==> config.mk <==
export PLATFORM = sky130hd
export DESIGN_NAME = neg_twos_16b
export DESIGN_NICKNAME = d
export VERILOG_FILES = /design/src/rtl/neg_2s_pkg.sv /design/src/rtl/inc_16b.sv /design/src/rtl/neg_twos_16b.sv
export SDC_FILE = /design/constraint.sdc
export NUM_CORES = 1
export LEC_CHECK = 0
export ABC_AREA = 1
export CAP_MARGIN = 30
export CORE_MARGIN = 3
export CORE_UTILIZATION = 44
export DETAILED_ROUTE_END_ITERATION = 8
export PLACE_DENSITY = 0.85
export SYNTH_ARGS = -nofsm -noshare
export SYNTH_HDL_FRONTEND = slang
export SYNTH_SLANG_ARGS = --single-unit
==> constraint.sdc <==
create_clock -name clk -period 5.9 [get_ports clk]
set_input_delay 1.18 -clock clk [delete_from_list [all_inputs] [get_ports clk]]
set_output_delay 1.18 -clock clk [all_outputs]
set_load 0.03 [all_outputs]
==> src/rtl/neg_2s_pkg.sv <==
// -----------------------------------------------------------------------------
// neg_2s_pkg
//   Shared definitions for the conditional two's-complement negator datapath.
//   DATA_W  : datapath word width (16)
//   MIN_NEG : most-negative representable word; its negation is not
//             representable and wraps back to itself
//   word_t  : one datapath word
// -----------------------------------------------------------------------------
package neg_2s_pkg;

   localparam int DATA_W = 16;
   localparam logic [DATA_W-1:0] MIN_NEG = 16'h8000;

   typedef logic [DATA_W-1:0] word_t;

endpackage : neg_2s_pkg

==> src/rtl/inc_16b.sv <==
// -----------------------------------------------------------------------------
// inc_16b
//   Ripple incrementer built from a chain of half adders: sum = a + cin.
//   With cin = 1 this is a+1; with cin = 0 the word passes straight through.
//
// Ports
//   a    in   W   operand
//   cin  in   1   carry into bit 0 (the "+1")
//   sum  out  W   a + cin, truncated to W bits
//   cout out  1   carry out of the MSB
// -----------------------------------------------------------------------------
module inc_16b
   import neg_2s_pkg::*;
#(
   parameter int W = DATA_W
) (
   input  logic [W-1:0] a,
   input  logic         cin,
   output logic [W-1:0] sum,
   output logic         cout
);

   // carry_w[i] is the carry into bit i; carry_w[W] leaves the MSB.
   logic [W:0] carry_w;

   assign carry_w[0] = cin;

   generate
      for (genvar gi = 0; gi < W; gi++) begin : g_half_add
         assign sum[gi]         = a[gi] ^ carry_w[gi];
         assign carry_w[gi + 1] = a[gi] & carry_w[gi];
      end
   endgenerate

   assign cout = carry_w[W];

endmodule : inc_16b

==> src/rtl/neg_twos_16b.sv <==
// -----------------------------------------------------------------------------
// neg_twos_16b
//   Conditional two's-complement negator with one registered pipeline stage.
//   negBit = 1 : out = -in (mod 2^WIDTH)
//   negBit = 0 : out = in
//   Used on the ALU operand path so that subtract becomes add-of-negated.
//
// Ports
//   clk     in   1      clock, all state updates on the rising edge
//   rst     in   1      synchronous active-high reset (out, ovf -> 0)
//   in      in   WIDTH  operand, two's-complement
//   negBit  in   1      1 = negate, 0 = pass through
//   out     out  WIDTH  registered result, latency 1
//   ovf     out  1      registered overflow flag, only when NEG_2S_OVF_EN is
//                       defined: set when negating MIN_NEG (0x8000)
//
// Build option
//   NEG_2S_OVF_EN : adds the ovf port and its register. The out path is the
//                   same in both builds.
// -----------------------------------------------------------------------------
module neg_twos_16b
   import neg_2s_pkg::*;
#(
   parameter int WIDTH = DATA_W
) (
   input  logic             clk,
   input  logic             rst,
   input  logic [WIDTH-1:0] in,
   input  logic             negBit,
`ifdef NEG_2S_OVF_EN
   output logic             ovf,
`endif
   output logic [WIDTH-1:0] out
);

   // Invert stage: XOR every bit with negBit, so pass-through leaves the
   // word untouched and negate yields the one's complement.
   logic [WIDTH-1:0] inv_w;

   generate
      for (genvar gi = 0; gi < WIDTH; gi++) begin : g_inv
         assign inv_w[gi] = in[gi] ^ negBit;
      end
   endgenerate

   // Increment stage: carry-in is negBit, so the +1 of the two's complement
   // only happens when negating. The carry out of the MSB is dropped, which
   // gives the required wrap for 0x0000 (stays 0) and 0x8000 (maps to itself).
   logic [WIDTH-1:0] res_w;
   logic             unused_cout;

   inc_16b #(
      .W    (WIDTH)
   ) u_inc (
      .a    (inv_w),
      .cin  (negBit),
      .sum  (res_w),
      .cout (unused_cout)
   );

   // Output register: the only path to out, so out never follows the
   // inputs combinationally. Reset wins over any data on the same edge.
   logic [WIDTH-1:0] out_reg;

   always_ff @(posedge clk) begin
      if (rst) begin
         out_reg <= '0;
      end else begin
         out_reg <= res_w;
      end
   end

   assign out = out_reg;

`ifdef NEG_2S_OVF_EN
   // Only the most-negative word has no positive counterpart; flag it when
   // it is being negated. Registered alongside out so both share latency.
   logic ovf_next;
   logic ovf_reg;

   assign ovf_next = negBit && (in == WIDTH'(MIN_NEG));

   always_ff @(posedge clk) begin
      if (rst) begin
         ovf_reg <= 1'b0;
      end else begin
         ovf_reg <= ovf_next;
      end
   end

   assign ovf = ovf_reg;
`endif

endmodule : neg_twos_16b

* Word-level counts from Yosys, hierarchy flattened *
Cells that the tools add are included.

word-level totals
  register bits after elaboration = 16
  input port bits = 19
  output and inout port bits = 16
  word-level logic and storage cells = 48

cells by class
  bitwise operators = 47

operator list
  cell       count
  XOR 1 bit  32
  AND 1 bit  15

* Depth between registers and ports, before layout *
  depth after elaboration = 17
  depth in mapped cells = 22
  depth with buffers taken out = 21

* By module *
From an unflattened synthesis, not the netlist that was laid out.

second synthesis, totals
  cell total of the unflattened synthesis = 134
  area, all modules = 949.7 um^2

modules (own cells, without submodules)
  module        area each (um^2)  times used  seq. area each (um^2)  cells each
  neg_twos_16b  749.5             1           320.3                  118
  inc_16b       200.2             1           0.0                    16

* Least setup slack after synthesis *
Ideal clock, no wire load.

  path type = input-to-reg
  from = input port negBit
  to = register out_reg[15], in the netlist out[15]
  setup time = 115 ps
  data required time = 5785 ps
  stages = 21
  path buffers = 2
  data arrival time = 4290 ps
  path slack = 1495 ps
  path through = buf_6 buf_12 xor2_1 ha_1 ha_1 ha_1 ha_1 ha_1 ha_1 ha_1 ha_1 ha_1 ha_1 ha_1 ha_1 ha_1 ha_1 inv_1 nand2_1 a21oi_1 nor2_1

between the ends
  cells in the longest elaborated chain, start to end = 17
  elaborated cells between the ends (all ways) = 32
  classes of those cells = bitwise (32)

RTL lines
  item                      RTL line            text
  from (decl)               neg_twos_16b.sv:29  input logic negBit,
  XOR 1 bit                 neg_twos_16b.sv:42  assign inv_w[gi] = in[gi] ^ negBit;
  AND 1 bit (15 in series)  inc_16b.sv:31       assign carry_w[gi + 1] = a[gi] & carry_w[gi];
  XOR 1 bit *               inc_16b.sv:30       assign sum[gi] = a[gi] ^ carry_w[gi];
  to (signal assigned)      neg_twos_16b.sv:69  out_reg <= res_w;
  to (decl)                 neg_twos_16b.sv:63  logic [WIDTH-1:0] out_reg;

Mark *: on every way between the ends. The rest lies on a longest branch, timed or not.
A chain may end at the register's enable or synchronous reset.

* Worst setup path after layout *
Same ends and word-level chain as after synthesis.

==> out/summary.txt <==
worst hold path class: in -> reg
sequential cell area fraction in the yosys report: 0.384
critical path peak fanout: 17
Routed WL per cell: 9.93 um
setup bufs post-CTS: 0
Slew headroom: 0.629
CP max stage delay: 0.45 ns
Critical path destination: out[15]$_SDFF_PP0_
Die Ht: 49.5 um
Startpoint Class: input pin
Final ANT Viol Nets: 0
IO Port Bufs: 34
status: complete, no violations
Setup CP Type: in -> reg
Syn Nets: 124
TritonRoute pass-1 iters: 2
number of global-route vias before repair: 594
pin count of the biggest net entering global routing: 18
CTS clk-pin slew, worst paths: 0.09 ns
All-Layer GR Usage: 0.125
Arr. time, crit path: 4.91 ns
routability cong.: 0.715
ANT cells: 0
Post-CTS Hold Buffers: 0
Die ar.: 2450 um^2
CP startpoint: negBit
crit-path leading delay family: adder cells
clock sinks: 16
CTS buffer count: 3
grt ovf: 0
CTS max path bufs: 2
first-pass GRT wire length: 2.35 mm
nets@finish: 160
starting density of the core: 0.472
Tightest Pin Transition: 0.555 ns
FP Rows: 15
cell area after layout: 1190 um^2
most common cell after layout, fill and taps aside: clkdlybuf4s50_1
Critical Path, Cell by Cell: clkdlybuf4s50_1 > buf_4 > xor2_1 > ha_1 > ha_1 > ha_1 > ha_1 > ha_1 > ha_1 > ha_1 > ha_1 > ha_1 > ha_1 > ha_1 > ha_1 > ha_1 > ha_1 > inv_1 > nand2_1 > a21oi_1 > nor2_1
P per Cell Area: 212 nW/um^2
Required @ worst endpoint: 6.08 ns
Most common cell on crit path: ha_1
drt total wl: 1.48 mm
setup TNS: 0 ns
layout cell share with drive strength beyond 1: 0.0323
Max Clock Freq: 211 MHz
worst vdd ir: 0.137 mV
Slew Viols, Final: 0
max-cap violation count: 0
Core Footprint: 1760 um^2
RSZ-0062 raised after global routing: no
Warnings, synthesis: 0
CTS root buf: clkbuf_4
IO Pins: 35
initial antenna violation count: 0
most frequent cells in the layout: clkdlybuf4s50_1, inv_1, nor2_1, dfxtp_1
CTS tree: done
CP Depth: 21
# setup viols final: 0
Slowest-stage cell, CP: clkdlybuf4s50_1
Die W: 49.5 um
fin crit period: 4.74 ns
Residual DRC: 0
CP endpoint kind: flip-flop
Hold Vio Cnt, Final: 0
Post-Synthesis Cell Area: 833 um^2
Distinct cells, synth: 12
Initial DRC Count: 1
H-Tree Depth: 1
area post-placement: 1170 um^2
FF+latch count, synth: 16
CP Buf/Inv Count: 3
max FFs per register: 16
post-DP HPWL: 1.24 mm
Lkg Pwr: 0.617 nW
Synth Instances: 90
Syn Area/Cell: 9.26 um^2
Area Growth Syn to Fin: 43.2%
cts repair resizes: 0
detailed-route via count: 613
crit share post-route: 0.803
vias per inst: 4.11
where the power goes:
group	leakage (nW)	internal, mW	switching [mW]	total (mW)
combinational	0.470	0.0378	0.0413	0.0792
clock	0.0138	0.0236	0.0306	0.0542
sequential	0.133	0.117	0.00230	0.120
worst min path at each step:
stage | from | to | slack [ns] | depth (start not counted)
5_1_grt | in[15] | out[15]$_SDFF_PP0_ | 1.65 | 4
2_1_floorplan | rst | out[14]$_SDFF_PP0_ | 1.41 | 2
6_report | in[15] | out[15]$_SDFF_PP0_ | 1.60 | 4
3_5_place_dp | in[15] | out[15]$_SDFF_PP0_ | 1.89 | 4
4_1_cts | in[15] | out[15]$_SDFF_PP0_ | 1.60 | 4
3_3_place_gp | in[15] | out[15]$_SDFF_PP0_ | 1.86 | 4
layout make-up:
type                            count  area, um^2
Fill cell                         159         571
Clock buffer                        3        22.5
Multi-Input combinational cell     51         400
Inverter                           19        71.3
Timing Repair Buffer               35         348
Tap cell                           25        31.3
Sequential cell                    16         320
cell usage after synthesis:
library cell	instances	area [um^2]
inv_1	19	71.3
xor2_1	15	131
a21oi_1	1	5.00
nand2_1	3	11.3
buf_2	1	5.00
nor2_1	16	60.1
buf_6	1	11.3
dfxtp_1	16	320
ha_1	15	188
buf_12	1	20.0
clkbuf_2	1	5.00
nand3_1	1	5.00
worst min-delay path, delay by kind of cell:
family                 cells  cell delay, ns
AO/OA/AOI/OAI              1            0.06
buffers and inverters      1            0.42
AND/OR/NAND/NOR            2            0.19
through the flow:
stage	util	total power [mW]	setup WS, ns	cells	hold WS [ns]
floorplan	-	0.168	1.50	90	1.41
global placement	0.664	0.200	0.994	146	1.86
detailed placement	0.664	0.203	0.833	146	1.89
CTS	0.677	0.257	1.13	149	1.60
global route	0.677	0.267	0.952	149	1.65
finish	0.677	0.253	1.16	149	1.60
metal layers:
metal | GRT usage | vias to the layer above | part of all wire | wire length, um
li1 | - | 333 | - | -
met1 | 0.114 | 261 | 0.37 | 553
met2 | 0.249 | 17 | 0.56 | 828
met3 | 0.0272 | 2 | 0.053 | 79
met4 | 0.0691 | 0 | 0.011 | 17
met5 | 0 | - | 0 | 0
logic make-up (layout without fill, tap and decap cells):
kind of cell,count (synthesis),count (layout),synth area share
adder cells (fa/ha/maj),15,15,0.225
XOR/XNOR,15,15,0.158
buffers and inverters,23,57,0.135
flip-flops,16,16,0.384
AND/OR/NAND/NOR,20,20,0.0916
AO/OA/AOI/OAI,1,1,0.00600
Note: power is estimated with default switching activity, not from simulation.
==> RTL edit 1, RTL diff (same settings) <==
Add a define of `NEG_2S_OVF_EN`.
--- a/src/rtl/neg_twos_16b.sv
+++ b/src/rtl/neg_twos_16b.sv
@@ -20,2 +20,4 @@
 // -----------------------------------------------------------------------------
+`define NEG_2S_OVF_EN
+
 module neg_twos_16b
Behaviour (old outputs only; new: ovf): unchanged (equiv_simple and equiv_induct, registers matched by name and starting in step).
==> RTL edit 1 against the original RTL <==
Area after synthesis increased by 11%; sequential share of layout area decreased by 0.83 points; sequential cell count up 1; worst setup slack worse by 0.076 ns; wire length increased by 39%; total power increased by 9.2%; first-iteration DRC count rose to 13 times the old value; final area rose by 9.6%; critical path type unchanged; critical endpoint unchanged; largest power group unchanged.
==> RTL edit 1: results (changes against the original RTL) <==
{| class="wikitable"
! Metric !! Value
|-
| Post-detailed-route wirelength per cell || 12.06 um (+22%)
|-
| Number of distinct library cell variants in the gate-level netlist after synthesis || 14 (+2)
|-
| Share of the synthesized area in compound gates (AO/OA/AOI/OAI) || 0.005435 (-0.0005712)
|-
| Number of DRC markers in iteration 0 || 13 (+12)
|-
| Met2 GRT Util || 0.3411 (+0.09220)
|-
| Final weighted congestion of routability-driven global placement || 0.7709 (+7.8%)
|-
| Layout cells sized above 1 || 0.03425 (+0.001989)
|-
| Share of synthesized cell area in full adder, half adder and majority cells || 0.2038 (-0.02142)
|-
| Top cells by area in the synthesized netlist || sky130_fd_sc_hd__dfxtp_1 (37%), sky130_fd_sc_hd__ha_1 (20%), sky130_fd_sc_hd__xor2_1 (14%)
|-
| Multi-input logic portion of the cell area || 0.3528 (+0.01734)
|-
| Syn_nets || 144 (+16%)
|-
| Arrival @ worst endpoint || 5.02 ns (+0.11 ns)
|-
| Uppermost signal routing layer after detailed routing || met3
|-
| Detailed-routing iteration count for the pre-antenna-repair pass || 4 (+2)
|-
| Met3 capacity usage during global routing || 0.02865 (+0.001463)
|-
| Status || complete, no violations
|-
| Non-Clock Buffer Area Fraction || 0.2734 (-0.01798)
|-
| Overall via count from detail_route || 767 (+25%)
|-
| Area taken by flip-flops and latches || 340.3 um2 (+6.2%)
|-
| Relative max-transition margin || 0.6198 (-0.008674)
|-
| Routed wl met2 || 1.134 mm (+37%)
|-
| Via count of the first global-routing pass || 819 (+38%)
|-
| Non-CTS inverters || 24 (+5)
|-
| Worst path max stage delay || 0.55 ns (+0.10 ns)
|-
| Met1 layer wirelength in the final routing || 815 um (+47%)
|-
| Detailed placement HPWL || 1.518 mm (+23%)
|-
| Ranking of synthesized cells by instance count || sky130_fd_sc_hd__inv_1 (24), sky130_fd_sc_hd__nor2_1 (23), sky130_fd_sc_hd__dfxtp_1 (17)
|-
| M1 GR Usage || 0.1658 (+0.05219)
|-
| Filler Cells Inserted || 152 (-4.4%)
|-
| Antenna violations before repair || 0 (unchanged)
|-
| Fraction of area in clock buffers and inverters || 0.02103 (+0.002164)
|-
| Final net count || 181 (+13%)
|-
| Global routing usage summed across all routing layers || 0.1724 (+0.04716)
|-
| IR drop worst, VDD || 0.1538 mV (+12%)
|-
| Total length of routed met3 wires || 112 um (+42%)
|-
| Num sequential || 17 (+1)
|-
| Non-clock buffer instance count of the final layout || 36 (+2.9%)
|-
| Clock transition at the register clock pins on the worst setup and hold paths after CTS || 0.11 ns (+0.02 ns)
|}
RTL edit 1: changes by cell type after synthesis:
cell / unedited run / this run
sky130_fd_sc_hd__nor2_1: 16 / 23
sky130_fd_sc_hd__inv_1: 19 / 24
sky130_fd_sc_hd__nand2_1: 3 / 6
sky130_fd_sc_hd__and2_1: 0 / 1
sky130_fd_sc_hd__buf_12: 1 / 0
sky130_fd_sc_hd__buf_2: 1 / 2
sky130_fd_sc_hd__buf_4: 0 / 1
sky130_fd_sc_hd__clkbuf_2: 1 / 0
sky130_fd_sc_hd__dfxtp_1: 16 / 17
sky130_fd_sc_hd__nand3_1: 1 / 2
sky130_fd_sc_hd__nand4_1: 0 / 1
sky130_fd_sc_hd__or2_1: 0 / 1
RTL edit 1: worst paths after layout:
check	from	to
worst max-delay path	negBit	out[15]
worst min-delay path	in[7]	ovf
RTL edit 1: cells by family (layout without fill, tap and decap cells):
group	after synthesis	in the layout
AND/OR/NAND/NOR	34	34
AO/OA/AOI/OAI	1	1
adder cells (fa/ha/maj)	15	15
XOR/XNOR	15	15
flip-flops	17	17
buffers and inverters	28	64
RTL edit 1: per-stage QoR:
step / utilization / cell area, um2 / setup WS, ns / hold WS [ns] / std cells
floorplan: - / 920.9 / 1.535 / 1.312 / 110
global route: 0.7116 / 1309 / 0.9409 / 1.609 / 171
detailed placement: 0.6966 / 1281 / 0.7900 / 1.884 / 167
finish: 0.7116 / 1309 / 1.086 / 1.576 / 171
CTS: 0.7116 / 1309 / 1.085 / 1.565 / 171
global placement: 0.6966 / 1281 / 0.9261 / 1.848 / 167
RTL edit 1: where the power goes:
part / leakage [nW] / internal (mW) / switching (mW)
combinational: 0.527 / 0.0393 / 0.0458
clock: 0.0177 / 0.0253 / 0.0395
sequential: 0.141 / 0.124 / 0.00226
==> RTL edit 2, RTL diff (same flow settings) <==
Without the edit above. Register the output `out` once more, without a reset; this adds one clock of latency there. Comments in the files are not updated.
--- a/src/rtl/neg_twos_16b.sv
+++ b/src/rtl/neg_twos_16b.sv
@@ -72,3 +72,5 @@
 
-   assign out = out_reg;
+   always_ff @(posedge clk) begin
+      out <= out_reg;
+   end
 
Function: changed (Yosys sat finds a counterexample within 4 cycles, from zero or initial values and one cycle with rst high).
==> RTL edit 2 against the original RTL <==
Synthesized cell count up 18%; sequential share of layout area grew 13 points; combinational power rose by 2%; via count up 26%; wire length rose by 38%; final area rose by 33%; sequential cell count is 16 higher; worst setup slack lost 0.16 ns; utilization is 0.31 points higher; total power is 99% higher; area after synthesis rose by 38%; highest routed layer unchanged.
==> RTL edit 2: results (changes against the original RTL) <==
{| class="wikitable"
! Metric !! Value
|-
| Relative max-transition margin || 0.6155 (-0.01296)
|-
| Final weighted congestion of routability-driven global placement || 0.6853 (-4.2%)
|-
| M1 GR Usage || 0.1425 (+0.02886)
|-
| Syn_nets || 140 (+13%)
|-
| Number of antenna repair diodes || 0 (unchanged)
|-
| Inserted Clock Buffers || 5 (+2)
|-
| Critical path's slowest cell || sky130_fd_sc_hd__clkdlybuf4s50_1
|-
| Post-detailed-route wirelength per cell || 11.82 um (+19%)
|-
| Internal power consumption || 0.3851 mW (+120%)
|-
| Number of flip-flops in the largest register || 32 (+16)
|-
| Hold/Removal Path Class || reg2reg
|-
| Layout cells sized above 1 || 0.06207 (+0.02981)
|-
| Met3 capacity usage during global routing || 0.07014 (+0.04295)
|-
| Global routing usage summed across all routing layers || 0.1489 (+0.02364)
|-
| Total length of routed met3 wires || 156 um (+97%)
|-
| Routed wl met2 || 1.072 mm (+29%)
|-
| Uppermost signal routing layer after detailed routing || met4
|-
| Met2 GRT Util || 0.2626 (+0.01374)
|-
| Final worst clock skew || 0.002138 ns
|-
| Maximum number of pins on one net before global-route repair || 17 (-1)
|-
| Area after DPL || 0.001495 mm2 (+28%)
|-
| Clock H-tree levels || 2 (+1)
|-
| Via count of the first global-routing pass || 811 (+37%)
|-
| Met1 layer wirelength in the final routing || 763 um (+38%)
|-
| Number of buffers inserted by post-CTS setup repair || 0 (unchanged)
|-
| IR drop worst, VDD || 0.2450 mV (+79%)
|-
| Number of DRC markers in iteration 0 || 6 (+5)
|-
| CTS Root Cell || sky130_fd_sc_hd__clkbuf_4
|-
| Share of synthesized area occupied by flip-flops and latches || 0.5553 (+0.1709)
|-
| Pre-CTS worst setup slack || 0.6768 ns (-0.1567 ns)
|-
| Global-route wire length before repair || 3.456 mm (+47%)
|-
| Top cells by area in the synthesized netlist || sky130_fd_sc_hd__dfxtp_1 (56%), sky130_fd_sc_hd__ha_1 (16%), sky130_fd_sc_hd__xor2_1 (11%)
|-
| Status || complete, no violations
|-
| Detailed-routing iteration count for the pre-antenna-repair pass || 4 (+2)
|-
| Antenna violation net count after detailed routing || 0 (unchanged)
|-
| Number of cells upsized or downsized after cts || 0 (unchanged)
|-
| Cell family contributing the most delay on the critical path || adder cells
|-
| Number of distinct library cell variants in the gate-level netlist after synthesis || 12 (unchanged)
|-
| Final net count || 178 (+11%)
|-
| Ranking of synthesized cells by instance count || sky130_fd_sc_hd__dfxtp_1 (32), sky130_fd_sc_hd__inv_1 (19), sky130_fd_sc_hd__nor2_1 (16)
|-
| Maximum fanout encountered on the critical timing path || 11 (-6)
|-
| Synth async-reset ratio || 0 (unchanged)
|-
| Overall via count from detail_route || 772 (+26%)
|-
| Arrival @ worst endpoint || 5.13 ns (+0.22 ns)
|-
| Filler Cells Inserted || 186 (+17%)
|-
| Worst path max stage delay || 0.71 ns (+0.26 ns)
|-
| Syn. warnings || 0 (unchanged)
|-
| Lkg Pwr || 0.7884 nW (+28%)
|-
| Detailed placement HPWL || 1.556 mm (+26%)
|}
==> RTL edit 2: power groups by stage <==
stage / clock network (mW) / logic [mW] / registers, mW
after floorplan: 0 / 0.0262 / 0.263
after global placement: 0 / 0.0783 / 0.244
after detailed placement: 0 / 0.0811 / 0.245
after CTS: 0.188 / 0.0818 / 0.240
after global routing: 0.196 / 0.0877 / 0.242
final: 0.184 / 0.0804 / 0.239
==> RTL edit 2: layout make-up <==
class                      count  area, um2  area share
clock inverter                 1      30.03     0.01888
multi-input combinational     51      400.4      0.2518
sequential                    32      640.6      0.4028
inverter                      19      71.32     0.04485
timing repair buffer          35      347.8      0.2187
tap                           28      35.03     0.02203
clock buffer                   7      65.06     0.04091
==> RTL edit 2: logic make-up (layout without fill, tap and decap cells) <==
logic type                 Yosys count  in the layout  synth area share
AOI/OAI and AO/OA                    1              1          0.004334
xor gates and xnor gates            15             15            0.1139
adders and majority gates           15             15            0.1627
buffers and inverters               23             62           0.09761
DFF                                 32             32            0.5553
and+or+nand+nor                     20             20           0.06616
==> RTL edit 2: path summary, 6_finish.rpt <==
kind	from	end	slack [ns]	depth (start not counted)
setup / recovery	negBit	out_reg[15]	1.0	20
setup reg to reg	out_reg[7]	out[7]	5.49	0
hold reg to reg	out_reg[4]	out[4]	0.33	0
hold / removal	out_reg[4]	out[4]	0.33	0
==> RTL edit 2: stage by stage <==
| step | std cells | utilization | power (mW) |
|---|---|---|---|
| CTS | 173 | 0.6797 | 0.5098 |
| floorplan | 106 | - | 0.2894 |
| detailed placement | 165 | 0.6390 | 0.3261 |
| global placement | 165 | 0.6390 | 0.3218 |
| finish | 173 | 0.6797 | 0.5036 |
| global route | 173 | 0.6797 | 0.5255 |
